### src/rtl/prime_game_pkg.sv
// prime_game_pkg: shared FSM encoding and default sizing for the prime guessing round
package prime_game_pkg;
    localparam int NUM_W_DEF = 8;
    localparam int SCORE_W_DEF = 8;
    localparam int WINDOW_CYCLES_DEF = 50000000;
    typedef enum logic [1:0] {IDLE, REQ, CHECK, PRESENT} state_t;
endpackage

### src/rtl/round_window_timer.sv
// round_window_timer: answer-window down-counter, loads CYCLES-1 and stops at zero
module round_window_timer #(
    parameter int CYCLES = 8
) (
    input  logic clk,
    input  logic rst,
    input  logic load,
    input  logic count,
    output logic zero
);
    localparam int CW = $clog2(CYCLES);
    logic [CW-1:0] cnt;
    assign zero = cnt == '0;
    always_ff @(posedge clk) begin
        if (rst) cnt <= '0;
        else if (load) cnt <= CW'(CYCLES - 1);
        else if (count && !zero) cnt <= cnt - 1'b1;
    end
endmodule

### src/rtl/prime_round_sequencer.sv
// prime_round_sequencer: fetches a random number, checks primality, presents it and scores the guess
module prime_round_sequencer
    import prime_game_pkg::*;
#(
    parameter int NUM_W = NUM_W_DEF,
    parameter int SCORE_W = SCORE_W_DEF,
    parameter int WINDOW_CYCLES = WINDOW_CYCLES_DEF
) (
    input  logic               clk,
    input  logic               rst,
    input  logic               enable,
    input  logic               score_clr,
    output logic               rng_req,
    input  logic               rng_valid,
    input  logic [NUM_W-1:0]   rng_value,
    output logic               prime_start,
    input  logic               prime_done,
    input  logic               prime_is_prime,
    input  logic               btn_prime,
    input  logic               btn_notprime,
    output logic [NUM_W-1:0]   num_out,
    output logic               num_valid,
    output logic               result_ok,
    output logic               result_miss,
    output logic [SCORE_W-1:0] score,
    output logic [7:0]         round_cnt
);
    state_t state, state_n;
    logic is_prime_q, win_zero, win_load, got_num, guess, in_play, hit, round_end;

    assign got_num = state == REQ && enable && rng_valid;
    assign win_load = state == CHECK && enable && prime_done;
    assign in_play = state == PRESENT && enable;
    assign guess = btn_prime ^ btn_notprime;
    assign hit = in_play && guess && (btn_prime == is_prime_q);
    // a guess landing on the final window cycle still counts as a guess, not a timeout
    assign round_end = in_play && (guess || win_zero);

    round_window_timer #(.CYCLES(WINDOW_CYCLES)) u_timer (
        .clk(clk),
        .rst(rst),
        .load(win_load),
        .count(state == PRESENT),
        .zero(win_zero)
    );

    always_comb begin
        state_n = state;
        rng_req = state == REQ && enable;
        num_valid = state == PRESENT;
        if (!enable) state_n = IDLE;
        else begin
            case (state)
                IDLE:    state_n = REQ;
                REQ:     state_n = rng_valid ? CHECK : REQ;
                CHECK:   state_n = prime_done ? PRESENT : CHECK;
                PRESENT: state_n = round_end ? REQ : PRESENT;
                default: state_n = IDLE;
            endcase
        end
    end

    always_ff @(posedge clk) begin
        if (rst) begin
            state <= IDLE;
            prime_start <= 1'b0;
            result_ok <= 1'b0;
            result_miss <= 1'b0;
            num_out <= '0;
            is_prime_q <= 1'b0;
            score <= '0;
            round_cnt <= '0;
        end else begin
            state <= state_n;
            prime_start <= got_num;
            result_ok <= hit;
            result_miss <= round_end && !hit;
            if (got_num) num_out <= rng_value;
            if (win_load) is_prime_q <= prime_is_prime;
            score <= score_clr ? '0 : (hit && score != '1) ? score + 1'b1 : score;
            round_cnt <= score_clr ? '0 : round_end ? round_cnt + 1'b1 : round_cnt;
        end
    end
endmodule

### config.mk
export PLATFORM = sky130hd
export DESIGN_NAME = prime_round_sequencer
export DESIGN_NICKNAME = d
export VERILOG_FILES = /design/src/rtl/prime_game_pkg.sv /design/src/rtl/round_window_timer.sv /design/src/rtl/prime_round_sequencer.sv
export SDC_FILE = /design/constraint.sdc
export NUM_CORES = 1
export LEC_CHECK = 0
export CAP_MARGIN = 20
export CORE_MARGIN = 1.5
export CORE_UTILIZATION = 41
export CTS_CLUSTER_SIZE = 12
export DETAILED_ROUTE_END_ITERATION = 8
export PLACE_DENSITY = 0.74
export SLEW_MARGIN = 15
export SYNTH_ARGS = -nofsm -noshare
export SYNTH_HDL_FRONTEND = slang
export SYNTH_SLANG_ARGS = --single-unit
### constraint.sdc
create_clock -name clk -period 3.05 [get_ports clk]
set_input_delay 0.915 -clock clk [delete_from_list [all_inputs] [get_ports clk]]
set_output_delay 0.915 -clock clk [all_outputs]
set_load 0.05 [all_outputs]
After elaboration in Yosys (flattened, before gate mapping)
Index checks and enable logic that the tools add are counted.

Input bits: 17. Logic and storage cells: 46. Output and inout port bits: 29. Flip-flop bits (word level): 56.

Bitwise operators: 2. Add/subtract/negate cells: 3. Eq/ne operators: 5. Muxes and demuxes: 6. Reductions and logical operators: 20.

Operators with widths (count): 2-to-1 mux 26 bit (2); logical NOT 26 bit (1); subtractor 26 x 1 -> 26 bit, second input constant (1); adder 8 x 1 -> 8 bit, second input constant (2); logical AND 1 bit (11); != test 8 bit, second input constant (1); one-hot mux 2 bit (4 select lines) (1); OR reduction 2 bit (3); == test 2 bit, second input constant (2); 2-to-1 mux 2 bit (2); == test 2 x 1 -> 1 bit, second input constant (1); logical NOT 1 bit (2); logical NOT 2 bit (1); nonzero test 2 bit (1); == test 1 bit (1); logical OR 1 bit (1); 2-to-1 mux 1 bit (1); NOT 1 bit (1); XOR 1 bit (1).

Longest topological paths before layout
Depth after elaboration: 6. Mapped depth: 8. Gate-level depth less buffers: 7.

Cells and area by module
From an unflattened synthesis, not the netlist that was laid out.

Cells, all modules: 297. Area, all modules: 2750.1 µm².

By module, submodules not included: round_window_timer (area each 1440.1 µm², times used 1, seq. area each 520.5 µm², cells each 149); prime_round_sequencer (area each 1310.0 µm², times used 1, seq. area each 600.6 µm², cells each 148).

Worst setup path after synthesis
OpenSTA, ideal clock, no wires.

Path kind: flip-flop to flip-flop. Start: reg u_timer.cnt[5]. End: reg u_timer.cnt[25]. Buffers on the path: 1. Path slack: 0.757 ns. Data arrival time: 2.160 ns. Stages on the path, launching flop included: 7. Library setup time: 0.133 ns. Data required time: 2.917 ns. Clock period less this slack: 2.293 ns. Path through: dfxtp_1 > or4_4 > buf_6 > or4_4 > a2111oi_2 > xnor2_1 > a21oi_1.

Cells in the longest elaborated chain, start to end: 4. Elaborated cells on any way between the ends: 7. Classes of those cells: 1 x add/sub; 2 x mux; 4 x reduce/logical.

Ends and longest elaborated chain: start, declared (line round_window_timer.sv:12) `logic [CW-1:0] cnt;`; start signal, assigned (line round_window_timer.sv:16) `else if (load) cnt <= CW'(CYCLES - 1);`; start signal, assigned (line round_window_timer.sv:17) `else if (count && !zero) cnt <= cnt - 1'b1;`; branches (longest 4 deep; another with subtractor 26 x 1 -> 26 bit).

Several ways; the timed one is not identified. The select of a mux whose other input is x is not followed. A chain may end at the register's enable or synchronous reset.

Final worst setup path
Start: reg state[1]. End: out num_valid.

Cells in the longest elaborated chain, start to end: 1.

Ends and longest elaborated chain: start, declared (line prime_round_sequencer.sv:28) `state_t state, state_n;`; start signal, assigned (line prime_round_sequencer.sv:74) `state <= state_n;`; == test 2 bit (line prime_round_sequencer.sv:50) `num_valid = state == PRESENT;`; end, declared (line prime_round_sequencer.sv:22) `output logic num_valid,`.

Every way passes these cells.

==> flow_summary.html <==
<table>
<tr><th>Metric</th><th>Value</th></tr>
<tr><th colspan="2">Place</th></tr>
<tr><td>Port-buffer cells</td><td>45</td></tr>
<tr><td>Weighted congestion at the end of routability-driven global placement</td><td>0.819</td></tr>
<tr><td>Placed wire-length estimate after detailed placement</td><td>approximately 4.2 mm</td></tr>
<tr><th colspan="2">Global route</th></tr>
<tr><td>Maximum number of pins on one net before global-route repair</td><td>19</td></tr>
<tr><td>Via count of the first global-routing pass</td><td>~2200</td></tr>
<tr><td>Congestion Overflow GR</td><td>0</td></tr>
<tr><td>Global routing met2 resource utilization</td><td>29.9%</td></tr>
<tr><td>Overall fraction of global-route tracks in use</td><td>16.9%</td></tr>
<tr><td>First-pass GRT wire length</td><td>a little under 10 mm</td></tr>
<tr><td>Met1 usage</td><td>20.7%</td></tr>
<tr><td>Initial antenna violation count</td><td>0</td></tr>
<tr><td>Busiest layer in global routing</td><td>met2</td></tr>
<tr><td>Global Route met3 Usage</td><td>3.18%</td></tr>
<tr><th colspan="2">Worst setup path</th></tr>
<tr><td>Buffers &amp; Inverters on Critical Path</td><td>2</td></tr>
<tr><td>Setup crit start kind</td><td>flip-flop</td></tr>
<tr><td>Worst-case register-to-register setup slack</td><td>0.45 ns</td></tr>
<tr><td>R2R Path Start</td><td>u_timer.cnt[0]</td></tr>
<tr><td>Required time of the critical path</td><td>between 2 and 2.5 ns</td></tr>
<tr><td>Timing startpoint of the critical path</td><td>state[1]</td></tr>
<tr><td>Top delay family on crit path</td><td>buffers and inverters</td></tr>
<tr><td>Type of the setup path with the least slack</td><td>reg2out</td></tr>
<tr><td>Chain of cells forming the critical path</td><td>nand2_1, inv_2, clkdlybuf4s50_1</td></tr>
<tr><td>Max stage delay cell, worst path</td><td>clkdlybuf4s50_1</td></tr>
<tr><td>Reg2reg end</td><td>round_cnt[5]</td></tr>
<tr><td>Biggest cell delay along the critical path</td><td>between 0.8 and 0.9 ns</td></tr>
<tr><td>Depth of the worst register-to-register path</td><td>7</td></tr>
<tr><td>Critical path endpoint category</td><td>output pin</td></tr>
<tr><td>Signal arrival time at the worst endpoint</td><td>1.88 ns</td></tr>
<tr><td>Maximum net fanout on the critical path</td><td>6</td></tr>
<tr><th colspan="2">Floorplanning</th></tr>
<tr><td>Number of placed I/O pins</td><td>46</td></tr>
<tr><td>Width of the chip</td><td>83.0 µm</td></tr>
<tr><td>Placeable core region</td><td>6060 µm²</td></tr>
<tr><td>Number of rows in the core area</td><td>28</td></tr>
<tr><td>Initial Utilization</td><td>43.3%</td></tr>
<tr><td>Die ar.</td><td>6880 µm²</td></tr>
<tr><td>Vertical die dimension</td><td>83.0 µm</td></tr>
<tr><th colspan="2">Clock tree</th></tr>
<tr><td>H-Tree Level Count</td><td>2</td></tr>
<tr><td>Worst-skew pair later-pin latency</td><td>0.31 ns</td></tr>
<tr><td>CTS sink cnt</td><td>56</td></tr>
<tr><td>Root Buffer Master</td><td>clkbuf_8</td></tr>
<tr><td>CTS clk-pin slew, worst paths</td><td>0.11 ns</td></tr>
<tr><td>Clock tree from TritonCTS</td><td>yes</td></tr>
<tr><td>Hold buffers post-CTS</td><td>0</td></tr>
<tr><td># Post-CTS Setup Buffers</td><td>0</td></tr>
<tr><td>Number of resized instances in the post-cts repair step</td><td>0</td></tr>
<tr><td>Maximum clock path buffer count</td><td>2</td></tr>
<tr><td>Number of CTS-inserted buffers</td><td>5</td></tr>
<tr><th colspan="2">Min path</th></tr>
<tr><td>Worst Hold Class</td><td>reg2reg</td></tr>
<tr><td>Hold Path Sink</td><td>num_out[7]</td></tr>
<tr><td>Number of cells on the worst hold path</td><td>2</td></tr>
<tr><td>HP Start</td><td>num_out[7]</td></tr>
<tr><th colspan="2">STA</th></tr>
<tr><td>Period minus WS final</td><td>2.80 ns</td></tr>
<tr><td>Relative slew margins</td><td>between 50% and 60%</td></tr>
<tr><td>Fraction of the cycle the final worst path needs</td><td>91.8%</td></tr>
<tr><td>Timing-limited maximum frequency</td><td>about 360 MHz</td></tr>
<tr><td>Final-report max-slew violation count</td><td>0</td></tr>
<tr><td>Total of endpoints with negative setup slack in the final report</td><td>0</td></tr>
<tr><td>Slew of the pin with the lowest slew margin</td><td>0.662 ns</td></tr>
<tr><td>Setup repair after global routing missed its margin</td><td>no</td></tr>
<tr><td>Setup skew after layout</td><td>~0.014 ns</td></tr>
<tr><td>Final hold vios</td><td>0</td></tr>
<tr><td>Summed negative setup slack over all endpoints</td><td>0 ns</td></tr>
<tr><th colspan="2">Yosys</th></tr>
<tr><td>Synth Register Bits</td><td>56</td></tr>
<tr><td>Mapped Area</td><td>2620 µm²</td></tr>
<tr><td>Post-synth EDFFs</td><td>0</td></tr>
<tr><td>Post-synth top flop</td><td>dfxtp_1</td></tr>
<tr><td>Mean Syn Cell Area</td><td>just under 9 µm²</td></tr>
<tr><td>Cells after Synth</td><td>303</td></tr>
<tr><td>Synth warn</td><td>0</td></tr>
<tr><td>Fraction of the yosys area taken by sequential cells</td><td>42.7%</td></tr>
<tr><td>Net count of the mapped netlist</td><td>about 320</td></tr>
<tr><td>Async S/R FF share, synth</td><td>0%</td></tr>
<tr><td>Count of distinct cell types in the synthesized netlist</td><td>45</td></tr>
<tr><th colspan="2">Drt</th></tr>
<tr><td>DR DRC count</td><td>0</td></tr>
<tr><td>Number of routed nets with antenna violations</td><td>0</td></tr>
<tr><td>Sum of routed wire length over all layers</td><td>between 5 and 6 mm</td></tr>
<tr><td>Count of vias placed by the detailed router</td><td>between 2000 and 2500</td></tr>
<tr><td>Via-per-instance ratio</td><td>5.54</td></tr>
<tr><td>WL/cell</td><td>13.5 µm</td></tr>
<tr><td>Pre-Repair DR Iteration Count</td><td>4</td></tr>
<tr><td>Number of DRC markers after the initial detailed-route iteration</td><td>about 150</td></tr>
<tr><th colspan="2">Power</th></tr>
<tr><td>Cell-internal power</td><td>1.03 mW</td></tr>
<tr><td>Power Dens Cells</td><td>411 nW/µm²</td></tr>
<tr><td>Combinational cell fraction of total power</td><td>8.3%</td></tr>
<tr><td>Switching power share of the total</td><td>23.5%</td></tr>
<tr><td>Clock network fraction of design power</td><td>between 30% and 40%</td></tr>
<tr><td>Max rail drop VDD</td><td>320 µV</td></tr>
<tr><td>Leakage power of the design</td><td>around 1.1 nW</td></tr>
<tr><td>Net Switching</td><td>between 300 and 400 µW</td></tr>
<tr><td>Reg power frac</td><td>55.0%</td></tr>
<tr><th colspan="2">Layout</th></tr>
<tr><td>Core occupancy in the finished layout</td><td>~54%</td></tr>
<tr><td>Layout area overhead</td><td>25.3%</td></tr>
<tr><td>Fraction of layout instances using a drive strength above 1</td><td>around 7.7%</td></tr>
<tr><td>NumNets Final</td><td>368</td></tr>
<tr><td>Diode insertion count for antenna repair</td><td>0</td></tr>
<tr><th colspan="2">Outcome</th></tr>
<tr><td>Outcome</td><td>finished, final reports clean</td></tr>
<tr><th colspan="2">Job</th></tr>
<tr><td>Number of maximum-capacitance constraint violations</td><td>0</td></tr>
</table>
[cells by family after synthesis]
group / count (synthesis) / synth area share (%)
buffers and inverters: 18 / 2.86
flip-flops: 56 / 42.7
AND/OR/NAND/NOR: 125 / 26.0
XOR/XNOR: 26 / 8.68
adder cells (fa/ha/maj): 3 / 1.43
AO/OA/AOI/OAI: 73 / 17.4
multiplexers: 2 / 0.859
[cell usage after synthesis (4+ instances only)]
cell type  count  share of area, %
o211ai_1       4               1.1
o31ai_1        5               1.4
nor2_1        22               3.1
clkbuf_1      11               1.6
o21ai_1        8               1.5
xnor2_1       16               5.3
nor3_1         7               1.3
nand2_1       29               4.2
dfxtp_1       56                43
or4_1          5               1.4
or3_1         14               3.3
a2111oi_2      4               2.3
xor2_1        10               3.3
nand4_1        6               1.4
nand3_1        8               1.5
nor4_1         7               1.7
a21oi_1       38               7.3
[layer usage]
metal / share of wire [%] / routed length (µm) / vias to the layer above
met2: 49 / 2820 / 50
met5: 0 / 0 / -
met1: 45 / 2600 / 1105
met3: 4.4 / 252 / 4
met4: 1.2 / 68 / 0
li1: - / - / 1192
[worst max-delay path by stage]
stage                       to  slack (ns)  depth (start not counted)
4_1_cts              num_valid        0.27                          3
5_1_grt              num_valid        0.18                          3
6_report             num_valid        0.25                          3
3_3_place_gp      round_cnt[3]        0.19                          7
2_1_floorplan  u_timer.cnt[25]        0.76                          6
3_5_place_dp      round_cnt[5]        0.10                          6
[cell usage in the layout (no fill, tap or decap), types with 6 or more instances in the layout]
| cell type | synthesis | routed |
|---|---|---|
| a21oi_1 | 38 | 38 |
| buf_4 | 0 | 7 |
| clkdlybuf4s50_1 | 0 | 44 |
| dfxtp_1 | 56 | 56 |
| nand2_1 | 29 | 29 |
| nand3_1 | 8 | 8 |
| nand4_1 | 6 | 6 |
| nor2_1 | 22 | 22 |
| nor3_1 | 7 | 7 |
| nor4_1 | 7 | 7 |
| o21ai_1 | 8 | 8 |
| or3_1 | 14 | 14 |
| xnor2_1 | 16 | 16 |
| xor2_1 | 10 | 10 |
[power groups by stage]
| stage | sequential [mW] | clock, mW | combinational, mW |
|---|---|---|---|
| floorplan | 0.767 | 0 | 0.0545 |
| global placement | 0.759 | 0 | 0.110 |
| detailed placement | 0.760 | 0 | 0.111 |
| CTS | 0.743 | 0.511 | 0.112 |
| global route | 0.744 | 0.537 | 0.120 |
| finish | 0.743 | 0.496 | 0.112 |
[worst reg2reg max path, cell delays in order (launching register included)]
cell	delay (ns)
dfxtp_1	0.34
inv_1	0.09
ha_1	0.19
or4b_1	0.57
nor4_1	0.37
a21oi_1	0.27
or4_1	0.57
a21oi_1	0.14
[cell type report]
class / instances / area, µm²
clock inverter: 3 / 47.5
timing repair buffer: 52 / 513
sequential: 56 / 1120
inverter: 4 / 15.0
clock buffer: 5 / 68.8
multi-input combinational: 229 / 1430
fill: 562 / 2780
tap: 75 / 93.8
[state kept, by name, indices dropped and copies added (netlist names)]
name / cells
round_cnt: 8
score: 8
prime_start: 1
state: 2
result_miss: 1
is_prime_q: 1
num_out: 8
u_timer.cnt: 26
result_ok: 1
[per-stage QoR]
stage                     hold slack, ns  total power, mW  cell area [µm²]  cells  worst slack (ns)
after floorplan                    0.453            0.821             2620    303             0.757
after global placement             0.442            0.869             3170    416             0.193
after detailed placement           0.452            0.870             3170    416             0.105
after CTS                          0.468             1.36             3290    424             0.267
after global routing               0.486             1.40             3290    424             0.184
final                              0.465             1.35             3290    424             0.251
No activity file was read; power rests on OpenSTA's default activity.
